==> config.mk <==
export PLATFORM = sky130hd
export DESIGN_NAME = shared_adder_scheduler
export DESIGN_NICKNAME = d
export VERILOG_FILES = /design/src/rtl/shared_adder_scheduler.sv
export SDC_FILE = /design/constraint.sdc
export NUM_CORES = 1
export LEC_CHECK = 0
export BUFFER_PORTS_ARGS = -buffer_cell sky130_fd_sc_hd__clkbuf_2
export CAP_MARGIN = 25
export CORE_AREA = 2 2 329 331
export CTS_BUF_LIST = sky130_fd_sc_hd__clkbuf_16
export CTS_CLUSTER_DIAMETER = 100
export DETAILED_ROUTE_END_ITERATION = 10
export DIE_AREA = 0 0 331 333
export PLACE_DENSITY_LB_ADDON = 0.25
export SYNTH_ARGS = -nofsm -noshare
export SYNTH_HDL_FRONTEND = slang
export SYNTH_SLANG_ARGS = --single-unit
export TNS_END_PERCENT = 5
==> constraint.sdc <==
create_clock -name clk -period 23.9 [get_ports clk]
set_clock_uncertainty 0.1 [all_clocks]
set_input_delay 4.78 -clock clk [delete_from_list [all_inputs] [get_ports clk]]
set_output_delay 4.78 -clock clk [all_outputs]
set_load 0.02 [all_outputs]
==> src/rtl/shared_adder_scheduler.sv <==
// One registered adder shared by NUM_REQ requesters: a round-robin arbiter feeds
// an operand stage, then a sum stage that drives a tagged valid/ready response port.
module shared_adder_scheduler #(
    parameter int WIDTH   = 93,
    parameter int NUM_REQ = 4,
    parameter int ID_W    = 2
) (
    input  logic                     clk,
    input  logic                     rst,
    input  logic [NUM_REQ-1:0]       req_valid,
    output logic [NUM_REQ-1:0]       req_ready,
    input  logic [NUM_REQ*WIDTH-1:0] req_a,
    input  logic [NUM_REQ*WIDTH-1:0] req_b,
    output logic                     rsp_valid,
    input  logic                     rsp_ready,
    output logic [ID_W-1:0]          rsp_id,
    output logic [WIDTH:0]           rsp_sum
);
    logic [WIDTH-1:0] a_arr [NUM_REQ];
    logic [WIDTH-1:0] b_arr [NUM_REQ];

    generate
        for (genvar gi = 0; gi < NUM_REQ; gi++) begin : g_slice
            assign a_arr[gi] = req_a[gi*WIDTH +: WIDTH];
            assign b_arr[gi] = req_b[gi*WIDTH +: WIDTH];
        end
    endgenerate

    logic             s1_valid_reg;
    logic [WIDTH-1:0] s1_a_reg;
    logic [WIDTH-1:0] s1_b_reg;
    logic [ID_W-1:0]  s1_id_reg;
    logic [ID_W-1:0]  ptr_reg;
    logic             rsp_valid_reg;
    logic [ID_W-1:0]  rsp_id_reg;
    logic [WIDTH:0]   rsp_sum_reg;

    logic                 out_free;
    logic                 s1_free;
    logic                 grant_found;
    logic [ID_W-1:0]      grant_id;
    logic                 accept;
    logic [ID_W-1:0]      ptr_next;
    logic [2*NUM_REQ-1:0] rot_valid;
    logic [ID_W:0]        cand_idx;

    assign out_free = !rsp_valid_reg || rsp_ready;
    assign s1_free  = !s1_valid_reg || out_free;

    // Rotate the request vector so bit k is requester (ptr + k) mod NUM_REQ.
    assign rot_valid = {req_valid, req_valid} >> ptr_reg;

    always_comb begin
        grant_found = 1'b0;
        grant_id    = '0;
        cand_idx    = '0;
        for (int k = 0; k < NUM_REQ; k++) begin
            if (!grant_found && rot_valid[k]) begin
                grant_found = 1'b1;
                cand_idx    = {1'b0, ptr_reg} + (ID_W+1)'(k);
                if (cand_idx >= (ID_W+1)'(NUM_REQ))
                    cand_idx = cand_idx - (ID_W+1)'(NUM_REQ);
                grant_id = cand_idx[ID_W-1:0];
            end
        end
    end

    assign accept    = grant_found && s1_free && !rst;
    assign req_ready = accept ? ({{(NUM_REQ-1){1'b0}}, 1'b1} << grant_id) : '0;
    assign ptr_next  = (grant_id == ID_W'(NUM_REQ-1)) ? '0 : grant_id + 1'b1;

    always_ff @(posedge clk) begin
        if (rst) begin
            s1_valid_reg  <= 1'b0;
            ptr_reg       <= '0;
            rsp_valid_reg <= 1'b0;
            rsp_id_reg    <= '0;
            rsp_sum_reg   <= '0;
        end else begin
            if (out_free) begin
                rsp_valid_reg <= s1_valid_reg;
                if (s1_valid_reg) begin
                    rsp_sum_reg <= {1'b0, s1_a_reg} + {1'b0, s1_b_reg};
                    rsp_id_reg  <= s1_id_reg;
                end
            end
            if (s1_free) begin
                s1_valid_reg <= accept;
                if (accept) ptr_reg <= ptr_next;
            end
        end
    end

    // Operand registers carry no reset; s1_valid_reg qualifies them.
    always_ff @(posedge clk) begin
        if (accept) begin
            s1_a_reg  <= a_arr[grant_id];
            s1_b_reg  <= b_arr[grant_id];
            s1_id_reg <= grant_id;
        end
    end

    assign rsp_valid = rsp_valid_reg;
    assign rsp_id    = rsp_id_reg;
    assign rsp_sum   = rsp_sum_reg;
endmodule

; ---- Word-level counts from Yosys, hierarchy flattened
; Index checks and enable logic that the tools add are counted.
; W data, S select, Z words.
[word_totals]
ff_bits = 288
input_bits = 751
out_inout_bits = 101
[op_classes]
add_sub_neg = 9
magnitude_cmp = 5
n_eq_ne = 1
shifts = 2
n_mux = 20
bitwise_logic = 1
n_reduce_logical = 15
[ops]
columns = cell, n
row1 = $bmux W93 S2, 2
row2 = $mux W93, 4
row3 = $add A93 B93 Y94, 1
row4 = $mux W2, 9
row5 = $ge A3 B3 Y1 const B, 4
row6 = $shr A8 B2 Y4, 1
row7 = $sub A2 B1 Y2 const B, 4
row8 = $add A2 B2 Y3 const B, 2
row9 = $logic_not A1 Y1, 6
row10 = $logic_and A1 B1 Y1, 5
row11 = $mux W1, 4
row12 = $mux W4, 1
row13 = $reduce_and A2 Y1, 2
row14 = $shl A1 B2 Y4 const A, 1
row15 = $add A2 B1 Y3 const B, 1
row16 = $ge A2 B3 Y1 const B, 1
row17 = $not A2 Y3, 1
row18 = $add A2 B1 Y2 const B, 1
row19 = $eq A2 B2 Y1 const B, 1
row20 = $logic_or A1 B1 Y1, 2

; ---- Longest topological paths before layout
; Gate-level depths: netlist of the first run.
[depth]
word_depth = 15
depth_mapped = 13
depth_no_buf = 13

; ---- Least setup slack after synthesis of the first run
; OpenSTA, ideal clock, no wires.
[synth_timing]
path_type = input to output
from = in rsp_ready
to = out req_ready[0]
t_arrival_ns = 20.160
setup_slack_ns = -1.140
stages = 3
path_buffers = 0
path_cell_list = nor2b_1 > a211oi_1 > and2_1
[synth_between]
elab_chain_cells = 5
[synth_lines]
columns = item, line_no
row1 = "start, declared", 15  ; input logic rsp_ready,
row2 = $logic_or A1 B1 Y1, 47  ; assign out_free = !rsp_valid_reg || rsp_ready;
row3 = $logic_or A1 B1 Y1, 48  ; assign s1_free = !s1_valid_reg || out_free;
row4 = $logic_and A1 B1 Y1 (2 in a row), 68  ; assign accept = grant_found && s1_free && !rst;
row5 = named net accept, 42  ; logic accept;
row6 = $mux W4, 69  ; assign req_ready = accept ? ({{(NUM_REQ-1){1'b0}}, 1'b1} << grant_id) : '0;
row7 = "end, declared", 11  ; output logic [NUM_REQ-1:0] req_ready,
; The timed path passes the listed nets, and every way through them passes these cells.

; ---- Worst setup path after layout of the first run
[layout_timing]
from = in req_valid[0]
to = out req_ready[3]
[layout_between]
elab_chain_cells = 14
word_cells_on_any_way = 19
[layout_lines]
columns = item, line_no
row1 = "start, declared", 10  ; input logic [NUM_REQ-1:0] req_valid,
row2 = $shr A8 B2 Y4 *, 51  ; assign rot_valid = {req_valid, req_valid} >> ptr_reg;
row3 = $mux W1, 58  ; if (!grant_found && rot_valid[k]) begin
row4 = $logic_not A1 Y1, 58
row5 = $logic_and A1 B1 Y1, 58
row6 = $mux W1, 58
row7 = $logic_not A1 Y1, 58
row8 = $logic_and A1 B1 Y1, 58
row9 = $mux W1, 58
row10 = $logic_not A1 Y1, 58
row11 = $logic_and A1 B1 Y1, 58
row12 = $mux W1, 58
row13 = $logic_and A1 B1 Y1 (2 in a row), 68
row14 = $mux W4 *, 69
; Every way passes the cells marked *; elsewhere a longest branch is shown, timed or not.

==> results of run 1 <==
==> through the flow <==
step	cell area, um2	power (mW)	cells
3_5_place_dp	26310	1.697	4860
2_1_floorplan	20800	1.330	2775
5_1_grt	27700	2.485	4935
4_1_cts	27690	2.360	4934
3_3_place_gp	26290	1.700	4859
6_report	27700	2.314	4937
==> worst register-to-register path, stage by stage (launching register included) <==
cell	delay, ns
sky130_fd_sc_hd__edfxtp_1	0.38
sky130_fd_sc_hd__ha_1	0.54
sky130_fd_sc_hd__nand4_1	0.20
sky130_fd_sc_hd__nor3_1	0.41
sky130_fd_sc_hd__nand4_1	0.29
sky130_fd_sc_hd__a211oi_1	0.80
sky130_fd_sc_hd__o31a_1	0.39
sky130_fd_sc_hd__o31a_1	0.40
sky130_fd_sc_hd__o21ai_1	0.19
sky130_fd_sc_hd__o21ai_1	0.19
sky130_fd_sc_hd__xnor2_1	0.16
sky130_fd_sc_hd__o21ai_1	0.08
==> area by class of cell <==
class,instances,area (um2),share of cell area (%)
clock inverter,33,360.3,1.301
antenna,3,7.507,0.02710
multi-input combinational,2258,12300,44.42
clock buffer,41,1026,3.704
sequential,288,7647,27.61
inverter,35,143.9,0.5194
timing repair buffer,876,4457,16.09
tap,1403,1755,6.337
==> routing by layer <==
layer	vias to the layer above	routed length, um	global-route usage (%)
met4	2	2110	4.083
met2	662	44240	27.30
met3	94	6969	4.062
met5	-	7	0
met1	10620	39840	20.22
li1	11290	-	-
==> cells in the mapped netlist (all sizes together) (3+ instances only) <==
library cell / instances
nand2: 992
a21oi: 209
a31oi: 196
and3: 191
edfxtp: 188
clkbuf: 163
dfxtp: 100
ha: 97
o21ai: 90
nor2: 77
nand4: 39
a21o: 36
xnor2: 36
inv: 35
xor2: 33
buf: 31
nor3: 29
o21bai: 26
nand3: 21
a211oi: 19
o211ai: 14
nand3b: 11
nor2b: 10
or3: 10
nor3b: 9
nor4: 9
and2: 8
o31ai: 8
a211o: 7
o21a: 7
a221oi: 6
a22oi: 6
nand2b: 6
or4: 6
a21boi: 4
o31a: 4
or2: 4
a311o: 3
o2111ai: 3
o221ai: 3
==> logic make-up after synthesis <==
kind of cell,synth area share [%]
mux,0.04814
flops,36.78
buf+inv,4.260
fa+ha+maj,5.933
compound gates,19.85
simple gates,30.22
xor+xnor,2.906
==> final timing paths <==
check	from	to	slack, ns	cells past startpoint
setup / recovery	req_valid[0]	req_ready[3]	11.49	10
hold / removal	rsp_sum[68]	rsp_sum[68]	0.35	2
setup reg to reg	s1_a_reg[23]	rsp_sum[90]	19.69	11
hold reg to reg	rsp_sum[68]	rsp_sum[68]	0.35	2
==> power by group through the flow <==
stage	registers [mW]	clock network, mW	logic, mW
3_5_place_dp	0.688	0	1.01
4_1_cts	0.679	0.665	1.02
3_3_place_gp	0.687	0	1.01
5_1_grt	0.687	0.679	1.12
6_report	0.677	0.636	1.00
2_1_floorplan	0.720	0	0.610
==> impl_metrics.py, run 1 <==
metrics = {
    "logic_synthesis": {
        "synth.top_cell.area_share_pct": 27.15,
        "seq_area_frac_synth_pct": 36.78,
        "postSynthRegisterBits": 288,
        "netlist_instances": 2775,
        "leading_post_synthesis_cells_by_cell_area": "sky130_fd_sc_hd__edfxtp_1 27%, sky130_fd_sc_hd__nand2_1 18%, sky130_fd_sc_hd__dfxtp_1 9.6%",
        "postSynthAreaPerCell_um2": 7.493,
        "yosysUniqueCellTypes": 84,
        "ys_warn_count": 0,
        "syn-num-nets": 3624,
        "asyncSetResetFlopFracSynth_pct": 0,
        "ys.flop_type": "sky130_fd_sc_hd__edfxtp_1",
        "synth.cell_area_mm2": 0.02079,
        "synth-edff-count": 188,
        "post-synth-top-area-cell": "sky130_fd_sc_hd__edfxtp_1",
    },
    "placed_design": {
        "preCtsSetupSlack_ns": 11.32,
        "port_buffers": 851,
        "hpwl_um": 72900,
        "place_congestion": 0.8842,
    },
    "cells_and_area": {
        "finish.net_count": 4348,
        "layout_commonest_cell": "sky130_fd_sc_hd__nand2_1",
        "drive_above_1_share_pct": 27.50,
        "post_synthesis_to_final_layout_area_growth_pct": 33.23,
        "number_of_flip_flops_in_the_largest_register": 94,
        "most-common-layout-cells": "992 x sky130_fd_sc_hd__nand2_1, 850 x sky130_fd_sc_hd__clkbuf_2, 207 x sky130_fd_sc_hd__a21oi_1",
        "fill_cells": 11930,
        "fin_util_pct": 25.99,
    },
    "pwr": {
        "share_comb_of_total_power_pct": 43.2,
        "power_switching_mw": 0.9346,
        "switching_share_pct": 40.39,
        "cellLeakagePower_nw": 12.85,
        "sequential_power_share_pct": 29.3,
        "peakVddDrop_uv": 36.48,
        "power_per_cell_area_mw_per_mm2": 83.54,
        "clockPowerShare_pct": 27.5,
        "intPower_mw": 1.380,
    },
    "critical_path": {
        "timing.critical_path.fanout_max": 97,
        "worst_path_largest_cell_delay_ns": 0.78,
        "worstSetupEndpointType": "primary output",
        "cp_cell_instances": "clkbuf_2 -> inv_1 -> nor2_1 -> a21oi_1 -> o221a_4 -> buf_4 -> buf_4 -> ha_1 -> and2_1 -> clkbuf_2",
        "highest_delay_cell_along_the_critical_path": "sky130_fd_sc_hd__buf_4",
        "timing.critical_path.max_delay_family": "buffers and inverters",
        "crit_path_arrival_time_ns": 7.53,
        "timing_worst_setup_path_type": "primary input to primary output",
        "worst-path-buf-inv": 5,
        "startpoint_type": "primary input",
        "crit_required_ns": 19.02,
    },
    "sta": {
        "max_clock_freq_mhz": 80.58,
        "timing.setup.tns_ns": 0,
        "share_of_the_cycle_needed_by_the_critical_path_after_routing_pct": 51.93,
        "rsz0062_at_grt": "false",
        "hold_viol_final": 0,
        "period_needed_ns": 12.41,
        "fin_ws_ns": 11.49,
        "hold_slack_ns": 0.3496,
        "max_slew.worst_pin.slew_ns": 1.056,
        "final_setup_fails": 0,
        "finalMaxSlewViolations": 0,
        "max_slew_margin_pct": 29.31,
    },
    "grt": {
        "grt_start_max_net_pins": 110,
        "first_global_vias": 22210,
        "grt_antenna_before_repair": 3,
        "track_usage_pct": 16.11,
        "total_overflow_reported_by_the_global_router": 0,
        "grt_first_pass_wirelength_um": 136000,
    },
    "drt": {
        "via_per_inst": 4.590,
        "drc_errors": 0,
        "drt_wl_total_um": 93160,
        "routedWlPerCell_um": 18.87,
        "route.antenna.remaining_nets": 0,
        "vias_post_dr": 22660,
        "detailedRoute.firstPassIterationCount": 5,
        "detailedRoute.firstIterationViolations": 1377,
    },
    "floorplan": {
        "start_util_pct": 19.50,
        "core_area_mm2": 0.1066,
        "fp.dieArea_mm2": 0.1102,
        "floorplan.die.height_um": 333,
        "boundary_pin_count": 852,
        "die-width_um": 331,
        "rows": 120,
    },
    "clock_tree": {
        "cts_max_path_buffers": 3,
        "ctsRootBufferMaster": "sky130_fd_sc_hd__clkbuf_16",
        "clk_pin_slew_ns": 0.05,
        "ctsHoldBuffers": 0,
        "cts_htree_levels": 2,
        "clkSinkCount": 288,
        "cts_tree": "yes",
        "post-cts-setup-buffers": 0,
        "cts_inserted_buffers": 40,
        "clkLatencyLatePin_ns": 0.57,
        "postCtsResizedCells": 0,
    },
    "min_path": {
        "hold_path.class": "flip-flop to flip-flop",
    },
    "flow_run": {
        "timing.max_cap.violations": 0,
    },
    "status": {
        "outcome": "complete, no violations",
    },
}
Note: power is estimated with default switching activity, not from simulation.
==> run 2, diff against run 1 <==
clock period = 10.18 ns   (was 23.9 ns; I/O delays follow)
==> impl_metrics.py, run 2 (synthesized netlist as in run 1, its figures left out) <==
metrics = {
    "status": {
        "outcome": "complete, no violations",
    },
    "critical_path": {
        "startpoint_type": "primary input",
        "highest_delay_cell_along_the_critical_path": "sky130_fd_sc_hd__o22a_4",
        "crit_path_arrival_time_ns": 3.82,
        "timing.critical_path.max_delay_family": "compound AO/OA/AOI/OAI gates",
        "worst_path_largest_cell_delay_ns": 0.49,
        "cp_cell_instances": "clkbuf_2 -> inv_1 -> nand2_1 -> a21oi_1 -> o22a_4 -> inv_8 -> ha_1 -> and2_1 -> clkbuf_2",
        "worst-path-buf-inv": 4,
        "crit_required_ns": 8.04,
        "reg2regPathDepth": 11,
        "worstSetupEndpointType": "primary output",
        "cpMostUsedCell": "sky130_fd_sc_hd__clkbuf_2",
        "reg2reg_slack_ns": 5.53,
        "rr_startpoint": "s1_b_reg[47]",
        "timing_worst_setup_path_type": "primary input to primary output",
        "timing.critical_path.fanout_max": 85,
        "endpoint_of_the_lowest_slack_register_to_register_path": "rsp_sum[88]",
    },
    "grt": {
        "grt_antenna_before_repair": 3,
        "grt_start_max_net_pins": 193,
        "track_usage_pct": 15.96,
        "total_overflow_reported_by_the_global_router": 0,
        "grt_first_pass_wirelength_um": 135200,
        "first_global_vias": 22320,
    },
    "sta": {
        "max_slew_margin_pct": 24.48,
        "timing.setup.tns_ns": 0,
        "hold_viol_final": 0,
        "max_slew.worst_pin.slew_ns": 1.133,
        "share_of_the_cycle_needed_by_the_critical_path_after_routing_pct": 58.51,
        "period_needed_ns": 5.956,
        "max_clock_freq_mhz": 167.9,
        "finalMaxSlewViolations": 0,
        "final_setup_fails": 0,
        "fin_ws_ns": 4.224,
        "rsz0062_at_grt": "false",
        "hold_slack_ns": 0.3467,
    },
    "cells_and_area": {
        "most-common-layout-cells": "992 x sky130_fd_sc_hd__nand2_1, 850 x sky130_fd_sc_hd__clkbuf_2, 207 x sky130_fd_sc_hd__a21oi_1",
        "post_synthesis_to_final_layout_area_growth_pct": 33.08,
        "fill_cells": 11920,
        "finish.net_count": 4343,
        "instances_no_fill": 4931,
        "drive_above_1_share_pct": 27.45,
        "number_of_flip_flops_in_the_largest_register": 94,
        "finalInstanceArea_mm2": 0.02767,
        "layout_commonest_cell": "sky130_fd_sc_hd__nand2_1",
    },
    "floorplan": {
        "rows": 120,
        "boundary_pin_count": 852,
        "core_area_mm2": 0.1066,
        "die-width_um": 331,
        "floorplan.die.height_um": 333,
        "fp.dieArea_mm2": 0.1102,
        "start_util_pct": 19.50,
    },
    "clock_tree": {
        "clkSinkCount": 288,
        "cts_max_path_buffers": 3,
        "cts_inserted_buffers": 41,
        "ctsRootBufferMaster": "sky130_fd_sc_hd__clkbuf_16",
        "clk_pin_slew_ns": 0.05,
        "post-cts-setup-buffers": 0,
        "postCtsResizedCells": 0,
        "cts_tree": "yes",
        "cts_htree_levels": 2,
        "clkLatencyLatePin_ns": 0.57,
        "ctsHoldBuffers": 0,
    },
    "drt": {
        "route.antenna.remaining_nets": 0,
        "routedWlPerCell_um": 18.75,
        "detailedRoute.firstPassIterationCount": 5,
        "via_per_inst": 4.614,
        "detailedRoute.firstIterationViolations": 1216,
        "drc_errors": 0,
        "drt_wl_total_um": 92460,
        "vias_post_dr": 22750,
    },
    "flow_run": {
        "timing.max_cap.violations": 0,
    },
    "placed_design": {
        "preCtsSetupSlack_ns": 4.236,
        "place_inst": 4854,
        "hpwl_um": 72770,
        "port_buffers": 851,
        "placedInstanceArea_mm2": 0.02629,
        "place_congestion": 0.8724,
    },
    "min_path": {
        "worst_hold_path.endpoint": "rsp_sum[11]",
        "hold_path.class": "flip-flop to flip-flop",
        "whs_path_depth": 2,
        "hold_path.startpoint": "rsp_sum[11]",
    },
    "pwr": {
        "power_per_cell_area_mw_per_mm2": 195.7,
        "cellLeakagePower_nw": 12.82,
        "peakVddDrop_uv": 74.22,
    },
}
-- run 2: worst reg2reg max path, cell delays in order, from the launching register on --
cell                        delay, ns
sky130_fd_sc_hd__edfxtp_1        0.45
sky130_fd_sc_hd__ha_1            0.46
sky130_fd_sc_hd__nand4_1         0.28
sky130_fd_sc_hd__nor4_1          0.92
sky130_fd_sc_hd__nor2_1          0.08
sky130_fd_sc_hd__a21oi_1         0.54
sky130_fd_sc_hd__a211o_1         0.19
sky130_fd_sc_hd__o21bai_1        0.26
sky130_fd_sc_hd__o31ai_2         0.50
sky130_fd_sc_hd__nand4_1         0.22
sky130_fd_sc_hd__a2111oi_0       0.41
sky130_fd_sc_hd__a311o_1         0.16
-- run 2: stage by stage --
stage	util [%]	power, mW
after detailed placement	24.66	3.975
after global placement	24.65	3.978
after floorplan	-	3.118
after CTS	25.95	5.504
final	25.96	5.415
after global routing	25.96	5.806
-- run 2: worst max path at each step --
| stage | from | endpoint | cells past startpoint |
|---|---|---|---|
| after detailed placement | req_valid[1] | req_ready[1] | 9 |
| after global placement | req_valid[1] | req_ready[0] | 9 |
| after CTS | req_valid[1] | req_ready[1] | 9 |
| final | req_valid[1] | req_ready[1] | 9 |
| after floorplan | rsp_ready | req_ready[0] | 3 |
| after global routing | req_valid[1] | req_ready[0] | 9 |
-- run 2: where the power goes --
| part | internal (mW) | total [mW] | switching [mW] |
|---|---|---|---|
| Clock | 0.886 | 1.47 | 0.585 |
| Combinational | 0.828 | 2.35 | 1.53 |
| Sequential | 1.50 | 1.59 | 0.0909 |
| Total | 3.21 | 5.41 | 2.20 |
-- run 2: layout make-up --
| class | count | area (um2) | share of cell area (%) |
|---|---|---|---|
| Antenna cell | 1 | 2.502 | 0.009044 |
| Clock buffer | 44 | 1101 | 3.979 |
| Clock inverter | 32 | 279.0 | 1.008 |
| Inverter | 35 | 143.9 | 0.5200 |
| Multi-Input combinational cell | 2258 | 12300 | 44.47 |
| Sequential cell | 288 | 7647 | 27.64 |
| Tap cell | 1403 | 1755 | 6.344 |
| Timing Repair Buffer | 870 | 4437 | 16.03 |
-- run 2: per-layer routing --
metal | routed length [um] | up-vias | part of all wire [%] | GRT usage (%)
li1 | - | 11290 | - | -
met1 | 39220 | 10640 | 42 | 19.74
met2 | 43270 | 727 | 47 | 26.72
met3 | 7663 | 101 | 8.3 | 4.610
met4 | 2303 | 0 | 2.5 | 4.562
met5 | 0 | - | 0 | 0
